### src/rtl/serial_deframer.sv
// Serial frame deframer: hunts for a 4-bit sync word, collects DATA_W payload
// bits MSB first, then checks one even-parity bit before publishing the payload.
module serial_deframer #(
    parameter logic [3:0] SYNC_WORD = 4'b1101,
    parameter int         DATA_W    = 8
) (
    input  logic              clk,
    input  logic              reset,
    input  logic              din,
    input  logic              bit_en,
    output logic [DATA_W-1:0] data_out,
    output logic              data_valid,
    output logic              parity_err,
    output logic              sync_lock
);

    localparam int CNT_W = $clog2(DATA_W + 1);

    localparam logic [1:0] HUNT   = 2'd0;
    localparam logic [1:0] DATA   = 2'd1;
    localparam logic [1:0] PARITY = 2'd2;

    logic [1:0]        state_q,      state_d;
    logic [3:0]        window_q,     window_d;
    logic [CNT_W-1:0]  bit_cnt_q,    bit_cnt_d;
    logic [DATA_W-1:0] payload_q,    payload_d;
    logic [DATA_W-1:0] data_out_q,   data_out_d;
    logic              data_valid_q, data_valid_d;
    logic              parity_err_q, parity_err_d;

    logic [3:0] window_next;
    assign window_next = {window_q[2:0], din};

    always_comb begin
        // NOTE: every signal gets a default first, so no path through the case can infer a latch.
        state_d      = state_q;
        window_d     = window_q;
        bit_cnt_d    = bit_cnt_q;
        payload_d    = payload_q;
        data_out_d   = data_out_q;
        data_valid_d = 1'b0;
        parity_err_d = 1'b0;

        if (bit_en) begin
            case (state_q)
                HUNT: begin
                    window_d = window_next;
                    if (window_next == SYNC_WORD) begin
                        state_d   = DATA;
                        bit_cnt_d = '0;
                    end
                end
                DATA: begin
                    payload_d = DATA_W'({payload_q, din});
                    bit_cnt_d = bit_cnt_q + 1'b1;
                    if (bit_cnt_q == CNT_W'(DATA_W - 1)) begin
                        state_d = PARITY;
                    end
                end
                PARITY: begin
                    // Even parity: payload plus parity bit must XOR to zero.
                    if ((^payload_q ^ din) == 1'b0) begin
                        data_out_d   = payload_q;
                        data_valid_d = 1'b1;
                    end else begin
                        parity_err_d = 1'b1;
                    end
                    state_d   = HUNT;
                    window_d  = '0;
                    bit_cnt_d = '0;
                end
                default: begin
                    state_d  = HUNT;
                    window_d = '0;
                end
            endcase
        end
    end

    // NOTE: sequential state uses non-blocking assignments so all flops update together on the edge.
    always_ff @(posedge clk or posedge reset) begin
        if (reset) begin
            state_q      <= HUNT;
            window_q     <= '0;
            bit_cnt_q    <= '0;
            payload_q    <= '0;
            data_out_q   <= '0;
            data_valid_q <= 1'b0;
            parity_err_q <= 1'b0;
        end else begin
            state_q      <= state_d;
            window_q     <= window_d;
            bit_cnt_q    <= bit_cnt_d;
            payload_q    <= payload_d;
            data_out_q   <= data_out_d;
            data_valid_q <= data_valid_d;
            parity_err_q <= parity_err_d;
        end
    end

    assign data_out   = data_out_q;
    assign data_valid = data_valid_q;
    assign parity_err = parity_err_q;
    assign sync_lock  = (state_q == DATA) || (state_q == PARITY);

endmodule

### config.mk
export PLATFORM = sky130hd
export DESIGN_NAME = serial_deframer
export DESIGN_NICKNAME = d
export VERILOG_FILES = /design/src/rtl/serial_deframer.sv
export SDC_FILE = /design/constraint.sdc
export NUM_CORES = 1
export LEC_CHECK = 0
export ABC_AREA = 1
export CAP_MARGIN = 0
export CORE_ASPECT_RATIO = 0.75
export CORE_UTILIZATION = 43
export CTS_BUF_LIST = sky130_fd_sc_hd__clkbuf_2
export DETAILED_ROUTE_END_ITERATION = 8
export GPL_TIMING_DRIVEN = 0
export PLACE_DENSITY = 0.67
export SLEW_MARGIN = 20
export SYNTH_ARGS = -nofsm -noshare
export SYNTH_HDL_FRONTEND = slang
export SYNTH_SLANG_ARGS = --single-unit
### constraint.sdc
create_clock -name clk -period 3.9 [get_ports clk]
set_input_delay 0.975 -clock clk [delete_from_list [all_inputs] [get_ports clk]]
set_output_delay 0.975 -clock clk [all_outputs]
set_load 0.005 [all_outputs]
Word level (Yosys, flattened, before mapping)
Index checks and enable logic that the tools add are counted.
{"block": "word_totals", "reg_bits": 27, "input_bits": 4}
{"block": "classes", "n_addsub": 1, "eq_ne": 6, "mux": 12, "bitwise_logic": 3, "reduce_logical": 9}
{"op": "4-bit one-hot mux with 3 select lines", "count": 1}
{"op": "3-bit AND reduction", "count": 3}
{"op": "8-bit parity", "count": 1}
{"op": "1-bit two-way mux", "count": 6}
{"op": "3-bit one-hot mux with 2 select lines", "count": 1}
{"op": "4-bit by 1-bit adder with 4-bit output (second input constant)", "count": 1}
{"op": "4-bit by 3-bit == test with 1-bit output (second input constant)", "count": 1}
{"op": "4-bit == test (second input constant)", "count": 1}
{"op": "2-bit two-way mux", "count": 2}
{"op": "4-bit two-way mux", "count": 1}
{"op": "2-bit != test (second input constant)", "count": 2}
{"op": "2-bit one-hot mux with 2 select lines", "count": 1}
{"op": "2-bit AND reduction", "count": 2}
{"op": "3-bit nonzero test", "count": 1}
{"op": "2-bit by 1-bit == test with 1-bit output (second input constant)", "count": 1}
{"op": "2-bit == test (second input constant)", "count": 1}
{"op": "2-bit logical NOT", "count": 1}
{"op": "1-bit NOT", "count": 2}
{"op": "1-bit logical OR", "count": 1}
{"op": "1-bit XOR", "count": 1}

Longest topological paths before layout
{"block": "logic_depth", "word_depth": 5, "depth_mapped": 10}

Worst setup path before layout
Ideal clock, no wire load.
{"block": "synth_timing", "path_kind": "in2reg", "start": "in din", "end": "reg bit_cnt_q[0]", "setup_ns": 0.119, "arrival_time_ns": 1.622, "required_time_ns": 3.781, "slack_ns": 2.159, "path_stages": 6, "cell_sequence": "inv_1 o21ai_0 nand2_1 nor2_4 o21ai_0 o21a_1"}
{"block": "synth_via", "elab_chain_cells": 3}
{"element": "from (decl)", "line": "9", "text": "input logic din,"}
{"element": "4-bit == test", "line": "48", "text": "if (window_next == SYNC_WORD) begin"}
{"element": "2-bit != test (no source line)"}
{"element": "3-bit AND reduction (no source line)"}
{"element": "to (signal assigned)", "line": "93", "text": "bit_cnt_q <= bit_cnt_d;"}
{"element": "to (decl)", "line": "25", "text": "logic [CNT_W-1:0] bit_cnt_q, bit_cnt_d;"}
Every way passes these cells.
A chain may end at the register's enable or synchronous reset.

Worst setup path after layout
{"block": "layout_timing", "start": "reg state_q[0]", "end": "out sync_lock"}
{"block": "layout_via", "elab_chain_cells": 2}
{"element": "from (decl)", "line": "23", "text": "logic [1:0] state_q, state_d;"}
{"element": "from (signal assigned)", "line": "91", "text": "state_q <= state_d;"}
{"element": "2-bit by 1-bit == test with 1-bit output or 2-bit == test (tied branches)", "line": "104", "text": "assign sync_lock = (state_q == DATA) || (state_q == PARITY);"}
{"element": "1-bit logical OR (*)", "line": "104"}
{"element": "to (decl)", "line": "14", "text": "output logic sync_lock"}
Mark *: on every way between the ends. The rest lies on a longest branch, timed or not.

==> out/metrics.yaml <==
outcome:
  run_status: "finished, final reports clean"
synthesis:
  synthMuxAreaShare_pct: 0
  synth.area.top_cells: "dfrtp_1, nand2_1, o21ai_0, ha_1, inv_1"
  yosys.area.top_type: "dfrtp_1"
  synth_top_area_share_pct: 48.91
  synth_compound_area_share_pct: 7.790
  synth-seq-area-share_pct: 48.91
  synth.avg_cell_area_sq_um: 7.893
  synth.distinct_cells: 18
  ys.warnings.count: 0
  syn_inst: 175
  synth-simple-area-share_pct: 32.70
  synth_fa_ha_area_share_pct: 5.435
  ys_seq_elements: 27
  synth_xor_area_share_pct: 0
  synth_area_sq_mm: 0.001381
  syn-num-nets: 185
  synth_top_family_by_area: "simple AND/OR/NAND/NOR gates"
timing:
  skew_ps: 30.46
  max_slew_margin_pct: 36.31
  clock.fmax_ghz: 0.3814
  hold_ws_ps: 510.9
  fin_setup_tns_ps: 0
  final_hold_viol_count: 0
  period_minus_slack_ps: 2622
  post-route-period-util_pct: 67.22
  rsz0062_at_grt: "false"
  tightest_slew_ps: 949.5
  worst_slack_ps: 1278
  setup_violations: 0
  drv_slew: 0
cts:
  clockBufferDepth: 2
  post_cts_buffers: 0
  numCtsBuffers: 3
  cts_tree: "yes"
  clock_latency_ps: 370
  clkTransAtPathRegs_ps: 270
  cts_sinks: 27
  root_buffer: "clkbuf_2"
  htreeDepth: 1
  cts_hold_buf: 0
  cts-resized-gates: 0
global_routing:
  track_usage_pct: 17.09
  grt_pass1_vias: 971
  grt_overflow: 0
  antenna_found_initial: 0
  top_usage_layer: "met1"
  use_met1_pct: 24.96
  use_met3_pct: 5.357
  grt_max_degree: 28
  grt_pass1_wl_microns: 4340
  gr-usage-met2_pct: 24.67
route:
  route.detailed.drc: 0
  wirelength_microns: 2530
  vias: 1114
  drt_iter0_drc: 73
  antenna_left: 0
  first_pass_iters: 4
  viasPerCell: 4.823
  wl_per_cell_microns: 10.95
floorplanning:
  row_count: 17
  pin_count: 15
  coreArea_sq_mm: 0.002999
  die_h_microns: 51.09
  dieArea_sq_mm: 0.003445
  start_util_pct: 46.06
  fp.dieW_microns: 67.45
placement:
  dp_slack_ps: 1337
  dpl.hpwl_microns: 1930
  io_buffers: 14
  gp_congestion: 0.7667
layout:
  drive_gt1_share_pct: 6.218
  nNetsFinal: 204
  diodes: 0
  postLayoutCoreUtil_pct: 53.07
  synthToLayoutAreaGrowth_pct: 15.22
min_path:
  min_path_type: "flip-flop to flip-flop"
critical_path:
  worstSetupPathType: "flip-flop to output pin"
  startpoint_type: "flip-flop"
  endpoint_kind: "output pin"
  path_max_fanout: 4
  critical_path_arrival_ps: 1650
  crit_required_ps: 2920
power:
  ir_worst_vdd_uv: 237.9
  leakage_nw: 0.8038
  power.density_mw_per_mm2: 667.4
  p_total_mw: 1.062
job:
  cap_violations: 0
cells in the final DEF, fill, tap and decap left out:
master,n
a21oi_1,2
clkbuf_1,1
clkbuf_2,3
clkdlybuf4s50_1,14
clkinv_1,2
clkinvlp_4,1
dfrtp_1,27
ha_1,6
inv_1,16
nand2_1,77
nand2_4,1
nand3_1,12
nand3_2,4
nand3b_1,1
nand4_1,2
nor2_1,2
nor2_2,1
nor2_4,1
o21a_1,1
o21ai_0,18
or2_2,1
state kept, by name (all words and copies together) (netlist names):
name / count
payload_q: 8
bit_cnt_q: 4
data_valid: 1
parity_err: 1
window_q: 3
data_out: 8
state_q: 2
synth_stat cells, drive strengths merged:
library cell  instances
inv                  17
nand3                16
clkinv                1
nor2                  4
clkbuf                1
nand3b                1
o21ai                18
ha                    6
nand4                 2
o21a                  1
nand2                78
dfrtp                27
a21oi                 2
or2                   1
per-stage QoR:
stage,instances,area (sq um)
final,231,1592
after floorplan,175,1381
after detailed placement,227,1569
after CTS,231,1592
after global routing,231,1592
after global placement,227,1569
where the power goes:
group / internal, mW / total [mW] / switching [mW] / leakage, nW
combinational: 0.216 / 0.503 / 0.287 / 0.430
sequential: 0.372 / 0.451 / 0.0790 / 0.361
clock: 0.0238 / 0.108 / 0.0843 / 0.0126
total: 0.612 / 1.06 / 0.450 / 0.804
final timing paths:
| path | depth (start not counted) | start | slack, ps | to |
|---|---|---|---|---|
| worst max-delay path | 3 | state_q[0]$_DFFE_PP0P_ | 1280 | sync_lock |
| min in group asynchronous | 2 | reset | 960 | bit_cnt_q[2]$_DFFE_PP0P_ |
| max in group asynchronous | 2 | reset | 2480 | payload_q[6]$_DFFE_PP0P_ |
| worst max register to register | 5 | state_q[1]$_DFFE_PP0P_ | 2290 | payload_q[5]$_DFFE_PP0P_ |
| worst min-delay path | 2 | data_out[7]$_DFFE_PP0P_ | 510 | data_out[7]$_DFFE_PP0P_ |
| worst min register to register | 2 | data_out[7]$_DFFE_PP0P_ | 510 | data_out[7]$_DFFE_PP0P_ |
critical path, stage by stage (launching register included):
cell and delay [ps]:
dfrtp_1 430, inv_1 100, ha_1 290, clkdlybuf4s50_1 490
cells by family after synthesis:
family | Yosys count
DFF | 27
adders and majority gates | 6
AOI/OAI and AO/OA | 21
and+or+nand+nor | 102
buffers and inverters | 19
final cells by class:
class	count	area (sq um)
fillers	291	1408
flip-flops and latches	27	675.6
multi-input cells	129	634.4
repair buffers	14	140.1
inverters	18	67.56
well taps	38	47.55
clock buffers	3	15.01
clock inverters	1	7.507
plain buffers	1	3.754
metal layers:
metal / routed length [microns] / up-vias
met5: 0 / -
met4: 12 / 0
met3: 94 / 2
met2: 1086 / 21
met1: 1336 / 503
li1: - / 588
Power figures use the tool's default switching activity.
